$ cat config.mk
export PLATFORM = sky130hd
export DESIGN_NAME = tlb_lookup_pipe
export DESIGN_NICKNAME = d
export VERILOG_FILES = /design/src/rtl/tlb_lookup_pipe.sv
export SDC_FILE = /design/constraint.sdc
export NUM_CORES = 2
export LEC_CHECK = 0
export CELL_PAD_IN_SITES_DETAIL_PLACEMENT = 1
export CELL_PAD_IN_SITES_GLOBAL_PLACEMENT = 2
export CORE_AREA = 5 5 592 594
export CTS_CLUSTER_SIZE = 14
export DETAILED_ROUTE_END_ITERATION = 6
export DIE_AREA = 0 0 597 599
export PLACE_DENSITY = 0.51
export SLEW_MARGIN = 15
export SYNTH_ARGS = -nofsm -noshare
export SYNTH_HDL_FRONTEND = slang
export SYNTH_SLANG_ARGS = --single-unit
$ cat constraint.sdc
create_clock -name clk -period 9 [get_ports clk]
set_input_delay 0.9 -clock clk [delete_from_list [all_inputs] [get_ports clk]]
set_output_delay 0.9 -clock clk [all_outputs]
set_load 0.05 [all_outputs]
$ cat src/rtl/tlb_lookup_pipe.sv
// Multi-port, two-stage TLB lookup. Each port registers a match vector in s1,
// then priority-encodes it into a registered result in s2.
package tlb_pkg;
    typedef struct packed {
        logic [18:0] vpn2;
        logic [7:0]  asid;
        logic        g;
        logic [19:0] pfn0;
        logic [2:0]  c0;
        logic        d0;
        logic        v0;
        logic [19:0] pfn1;
        logic [2:0]  c1;
        logic        d1;
        logic        v1;
    } tlb_entry_t;

    typedef struct packed {
        logic        miss;
        logic [5:0]  which;
        logic [31:0] phy_addr;
        logic        dirty;
        logic        valid;
        logic [2:0]  cache_flag;
    } tlb_result_t;
endpackage

module tlb_lookup_lane
    import tlb_pkg::*;
#(
    parameter int ENTRIES = 16,
    parameter int CNT_W   = 32
) (
    input  logic                      clk,
    input  logic                      rst_n,
    input  logic                      flush,
    input  tlb_entry_t [ENTRIES-1:0]  entries,
    input  logic                      tlb_we,
    input  logic [7:0]                asid,
    input  logic                      req_valid,
    input  logic [31:0]               req_vaddr,
    output logic                      req_ready,
    output logic                      resp_valid,
    input  logic                      resp_ready,
    output tlb_result_t               resp_result,
    output logic                      resp_multi,
    output logic [CNT_W-1:0]          hit_cnt,
    output logic [CNT_W-1:0]          miss_cnt
);
    function automatic logic [ENTRIES-1:0] match_vec(input logic [31:0] va,
                                                     input tlb_entry_t [ENTRIES-1:0] ents,
                                                     input logic [7:0] cur_asid);
        logic [ENTRIES-1:0] m;
        m = '0;
        for (int i = 0; i < ENTRIES; i++)
            m[i] = (ents[i].vpn2 == va[31:13]) && ((ents[i].asid == cur_asid) || ents[i].g);
        return m;
    endfunction

    logic               s1_valid, s1_stale;
    logic [31:0]        s1_vaddr;
    logic [ENTRIES-1:0] s1_match, s1_cur;
    logic               s1_xfer, accept;
    logic               sel_hit, sel_multi;
    logic [5:0]         sel_which;
    tlb_entry_t         sel_ent;
    tlb_result_t        res;

    // A stale s1 looks up again against the entries as they are now.
    assign s1_cur    = s1_stale ? match_vec(s1_vaddr, entries, asid) : s1_match;
    assign s1_xfer   = s1_valid && !tlb_we && !flush && (!resp_valid || resp_ready);
    assign req_ready = !flush && (!s1_valid || s1_xfer);
    assign accept    = req_valid && req_ready;

    always_comb begin
        sel_hit   = 1'b0;
        sel_multi = 1'b0;
        sel_which = '0;
        sel_ent   = '0;
        // Scan downwards so the lowest matching index is the last one written.
        for (int i = ENTRIES-1; i >= 0; i--) begin
            if (s1_cur[i]) begin
                sel_multi = sel_multi | sel_hit;
                sel_hit   = 1'b1;
                sel_which = 6'(i);
                sel_ent   = entries[i];
            end
        end
    end

    // On a miss the selected entry is all zero, so only the page offset survives.
    always_comb begin
        res          = '0;
        res.miss     = !sel_hit;
        res.which    = sel_which;
        if (s1_vaddr[12]) begin
            res.phy_addr   = {sel_ent.pfn1, s1_vaddr[11:0]};
            res.dirty      = sel_ent.d1;
            res.valid      = sel_ent.v1;
            res.cache_flag = sel_ent.c1;
        end else begin
            res.phy_addr   = {sel_ent.pfn0, s1_vaddr[11:0]};
            res.dirty      = sel_ent.d0;
            res.valid      = sel_ent.v0;
            res.cache_flag = sel_ent.c0;
        end
    end

    always_ff @(posedge clk or negedge rst_n) begin
        if (!rst_n) begin
            s1_valid <= 1'b0;
            s1_stale <= 1'b0;
            s1_vaddr <= '0;
            s1_match <= '0;
        end else if (flush) begin
            s1_valid <= 1'b0;
            s1_stale <= 1'b0;
        end else if (accept) begin
            s1_valid <= 1'b1;
            s1_vaddr <= req_vaddr;
            s1_match <= match_vec(req_vaddr, entries, asid);
            s1_stale <= tlb_we;
        end else if (s1_xfer) begin
            s1_valid <= 1'b0;
            s1_stale <= 1'b0;
        end else if (s1_valid) begin
            if (tlb_we) begin
                s1_stale <= 1'b1;
            end else if (s1_stale) begin
                s1_match <= s1_cur;
                s1_stale <= 1'b0;
            end
        end
    end

    always_ff @(posedge clk or negedge rst_n) begin
        if (!rst_n) begin
            resp_valid  <= 1'b0;
            resp_result <= '0;
            resp_multi  <= 1'b0;
        end else if (flush) begin
            resp_valid  <= 1'b0;
        end else if (s1_xfer) begin
            resp_valid  <= 1'b1;
            resp_result <= res;
            resp_multi  <= sel_multi;
        end else if (resp_ready) begin
            resp_valid  <= 1'b0;
        end
    end

    always_ff @(posedge clk or negedge rst_n) begin
        if (!rst_n) begin
            hit_cnt  <= '0;
            miss_cnt <= '0;
        end else if (resp_valid && resp_ready) begin
            if (!resp_result.miss && hit_cnt != '1)
                hit_cnt <= hit_cnt + {{(CNT_W-1){1'b0}}, 1'b1};
            if (resp_result.miss && miss_cnt != '1)
                miss_cnt <= miss_cnt + {{(CNT_W-1){1'b0}}, 1'b1};
        end
    end
endmodule

module tlb_lookup_pipe
    import tlb_pkg::*;
#(
    parameter int ENTRIES = 16,
    parameter int PORTS   = 2,
    parameter int CNT_W   = 32
) (
    input  logic                         clk,
    input  logic                         rst_n,
    input  logic                         flush,
    input  tlb_entry_t [ENTRIES-1:0]     entries,
    input  logic                         tlb_we,
    input  logic [7:0]                   asid,
    input  logic [PORTS-1:0]             req_valid,
    input  logic [PORTS-1:0][31:0]       req_vaddr,
    output logic [PORTS-1:0]             req_ready,
    output logic [PORTS-1:0]             resp_valid,
    input  logic [PORTS-1:0]             resp_ready,
    output tlb_result_t [PORTS-1:0]      resp_result,
    output logic [PORTS-1:0]             resp_multi,
    output logic [PORTS-1:0][CNT_W-1:0]  hit_cnt,
    output logic [PORTS-1:0][CNT_W-1:0]  miss_cnt
);
    for (genvar p = 0; p < PORTS; p++) begin : g_lane
        tlb_lookup_lane #(.ENTRIES(ENTRIES), .CNT_W(CNT_W)) u_lane (
            .clk         (clk),
            .rst_n       (rst_n),
            .flush       (flush),
            .entries     (entries),
            .tlb_we      (tlb_we),
            .asid        (asid),
            .req_valid   (req_valid[p]),
            .req_vaddr   (req_vaddr[p]),
            .req_ready   (req_ready[p]),
            .resp_valid  (resp_valid[p]),
            .resp_ready  (resp_ready[p]),
            .resp_result (resp_result[p]),
            .resp_multi  (resp_multi[p]),
            .hit_cnt     (hit_cnt[p]),
            .miss_cnt    (miss_cnt[p])
        );
    end
endmodule

==> summary.md <==
| Metric | Value |
|---|---|
| Status | finished with violations |
| Failing checks | design-rule violations |
| Vias in the first global route | 60592 |
| Switching portion of total power | 49.8% |
| WL/cell | between 40 and 50 um |
| Total routed wirelength | 527000 um |
| Leakage | 22.8 nW |
| Setup-failing EPs final | 0 |
| Synth Instances | between 5000 and 6000 |
| Die footprint | around 360000 sq um |
| Initial antenna violation count | 287 |
| Worst EP required | 9.64 ns |
| Clock Power Share | a little under a quarter |
| Flop pwr share | 21.1% |
| Critical Path AT | between 6 and 7 ns |
| Reg clk slew, reported paths | around 0.070 ns |
| Fin crit share | between 60% and 70% |
| Fin. max-slew vios | 0 |
| Die X | 597 um |
| HP Class | primary input to async pin |
| Dpl cells | 11471 |
| Most used routing layer in global routing | met2 |
| Met2 Use GR | 48.5% |
| Hpwl dp | 415000 um |
| P&R area growth vs syn | 51.8% |
| Die H | around 600 um |
| Total power draw | approximately 9.6 mW |
| Least-Margin Pin Slew | between 1 and 1.5 ns |
| Setup Crit Path Kind | primary input to flip-flop |
| Clk sink count | approximately 320 |
| RSZ-0062 raised after global routing | no |
| Most frequent cells in the layout | clkdlybuf4s50_1, xnor2_1, xor2_1 |
| Slew margin rel. | ~8.8% |
| CTS Root Cell | clkbuf_16 |
| Asr flop ratio synth | between 90% and 100% |
| CTS tree | built |
| Crit Path Max Fanout | 17 |
| Initial Utilization | approximately 13% |
| Main synth FF type | dfrtp_1 |
| R2R cell count | 11 |
| Buffers from clock root to sink, at most | 3 |
| Int Power | 4.80 mW |
| Row cnt | roughly 220 |
| R2R Path End | g_lane[0].u_lane.resp_result[33] |
| CP startpoint kind | primary input |
| Global-route track usage on met3 | 5.93% |
| Final GP Congestion | 0.944 |
| Post-CTS Setup Inserts | 0 |
| Yosys warns | 0 |
| Worst-case clock skew | 0.0450 ns |
| Count of final hold-check violations | 0 |
| Reg-to-reg setup timing slack | around 3.6 ns |
| Post-layout util | 19.6% |
| I/O pin cnt | 1550 |
| GR Util met1 | about 31% |
| Core area | about 340000 sq um |
| Number of synthesized flops with an enable pin | 0 |
| CTS Buf Count | 50 |
| Share of post-route cells with drive strength above 1 | 7.90% |
| Tmin final | around 6 ns |
| Setup_tns | 0 ns |
| Commonest non-fill, non-tap cell in the layout | clkdlybuf4s50_1 |
| Fin cells | about 12000 |
| Synth Area per Inst | a little under 8 sq um |
| Post_cts resized | 0 |
| Post-route ant nets | 0 |
| Mapped Area | 44600 sq um |
| H-tree Lvls | 2 |
| Crit. End Element | flip-flop |
| First-pass GRT wire length | 663000 um |
| Worst R2R Start | g_lane[0].u_lane.s1_vaddr[15] |
| # nets final | about 8300 |
| DRC viols | 2 |
| Drt first pass iters | 7 |
| Hold Buf Count CTS | 0 |
| Post-synth cell types | 82 |
| Vias | approximately 60000 |
| Sw Pwr | roughly 4.8 mW |
| Clk_lat worst skew | 0.70 ns |
| Register bit count reported by yosys | ~320 |
| GR Util All Layers | between 20% and 30% |
| Vias per cell | between 5 and 6 |
| Combinational power share | about 56% |
| Final instance area | 67600 sq um |
| Power Density | 141 nW/um^2 |
| Placed cell area | approximately 66000 sq um |
| Max_cap viols | 0 |
| Grt ovf | 0 |
| VDD IR-drop max | between 150 and 200 uV |
| Port Buffers | around 1500 |
| Sequential element share of the synthesized area | around 18% |
| Largest net degree at the start of global routing | ~160 |
| Initial DRC Count | ~6700 |
| Fmax | 168 MHz |
## power by group through the flow
stage / registers, mW / clock network [mW] / logic [mW]
2_1_floorplan: 2.26 / 0 / 2.08
6_report: 2.01 / 2.21 / 5.33
4_1_cts: 2.02 / 2.30 / 5.30
3_3_place_gp: 2.04 / 0 / 5.25
5_1_grt: 2.03 / 2.34 / 5.46
3_5_place_dp: 2.04 / 0 / 5.27
## state kept, by name, indices dropped and copies added, names as in the netlist
signal and cells:
g_lane.u_lane.s1_stale 2, g_lane.u_lane.s1_vaddr 64, g_lane.u_lane.resp_result 84, g_lane.u_lane.s1_match 32
g_lane.u_lane.miss_cnt 64, g_lane.u_lane.s1_valid 2, g_lane.u_lane.resp_valid 2, g_lane.u_lane.resp_multi 2
g_lane.u_lane.hit_cnt 64
## Yosys cell counts (25+ instances only)
| cell type | instances | area [sq um] |
|---|---|---|
| xnor2_1 | 750 | 6570 |
| xor2_1 | 718 | 6290 |
| clkbuf_1 | 449 | 1690 |
| nor2_1 | 383 | 1440 |
| nand2_1 | 380 | 1430 |
| dfrtp_1 | 316 | 7910 |
| nand4_1 | 226 | 1410 |
| a21oi_1 | 214 | 1070 |
| nor4_1 | 190 | 1190 |
| o221ai_1 | 150 | 1310 |
| o21ai_0 | 142 | 711 |
| a221o_1 | 127 | 1270 |
| nand3_1 | 127 | 636 |
| nor3_1 | 123 | 616 |
| buf_2 | 105 | 526 |
| a221oi_1 | 103 | 902 |
| o22ai_1 | 100 | 626 |
| inv_1 | 73 | 274 |
| mux2_2 | 68 | 766 |
| o211ai_1 | 57 | 428 |
| a211oi_1 | 53 | 398 |
| a22oi_1 | 52 | 390 |
| o311ai_1 | 48 | 420 |
| o21ai_1 | 47 | 235 |
| and4_1 | 40 | 350 |
| nand2b_1 | 39 | 244 |
| and2_1 | 35 | 219 |
| buf_1 | 34 | 128 |
| a31oi_1 | 33 | 206 |
| o41ai_1 | 32 | 280 |
| a41o_1 | 31 | 310 |
| o31ai_1 | 31 | 233 |
| or2_2 | 29 | 181 |
| a211o_1 | 27 | 236 |
| buf_4 | 27 | 203 |
| o2111ai_1 | 27 | 236 |
| o2bb2ai_1 | 27 | 236 |
| a21o_1 | 26 | 195 |
| a22o_1 | 26 | 228 |
| o31a_1 | 26 | 228 |
| a222oi_1 | 25 | 250 |
## cell type report
class	count	area, sq um
fillers	40490	277000
multi-input cells	4725	34300
repair buffers	1776	17300
flip-flops and latches	316	7950
well taps	4578	5730
clock buffers	69	1430
clock inverters	23	352
inverters	76	285
diodes	111	278
## cell families after synthesis
| kind of cell | count (synthesis) | share of synthesized area [%] |
|---|---|---|
| simple gates | 1633 | 18.2 |
| compound gates | 1522 | 26.2 |
| xor+xnor | 1468 | 28.8 |
| buf+inv | 701 | 6.59 |
| flops | 316 | 17.7 |
| mux | 91 | 2.23 |
| fa+ha+maj | 7 | 0.182 |
| other cells | 1 | 0.00841 |
## how the worst max path moves through the flow
stage / startpoint / to / slack (ns)
2_1_floorplan: asid[6] / g_lane[1].u_lane.resp_result[0] / 5.44
3_3_place_gp: asid[2] / g_lane[0].u_lane.resp_result[33] / 2.18
3_5_place_dp: asid[2] / g_lane[0].u_lane.resp_result[29] / 2.22
4_1_cts: asid[2] / g_lane[0].u_lane.resp_result[29] / 3.01
5_1_grt: asid[2] / g_lane[0].u_lane.resp_result[33] / 2.99
6_report: asid[3] / g_lane[0].u_lane.resp_result[28] / 3.06
## critical path: stages
cell,delay (ns)
clkdlybuf4s50_1,0.86
buf_4,0.32
xor2_1,0.10
nor4_1,0.47
a41o_1,1.05
a32o_4,0.58
buf_4,0.37
a311oi_1,0.09
o311ai_0,0.49
a221oi_1,0.17
o21ai_1,0.84
a41o_1,0.29
## metal layers
| metal | share of wire, % | vias to the layer above |
|---|---|---|
| met5 | 0.096 | - |
| met4 | 7.6 | 82 |
| met3 | 7.4 | 1245 |
| met2 | 49 | 4176 |
| met1 | 36 | 30716 |
| li1 | - | 23827 |
## per-stage QoR
stage	hold WS (ns)	setup slack, ns
after floorplan	0.433	5.44
after global placement	0.440	2.18
after detailed placement	0.455	2.22
after CTS	0.132	3.01
after global routing	0.143	2.99
final	0.173	3.06
No activity file was read; power rests on OpenSTA's default activity.
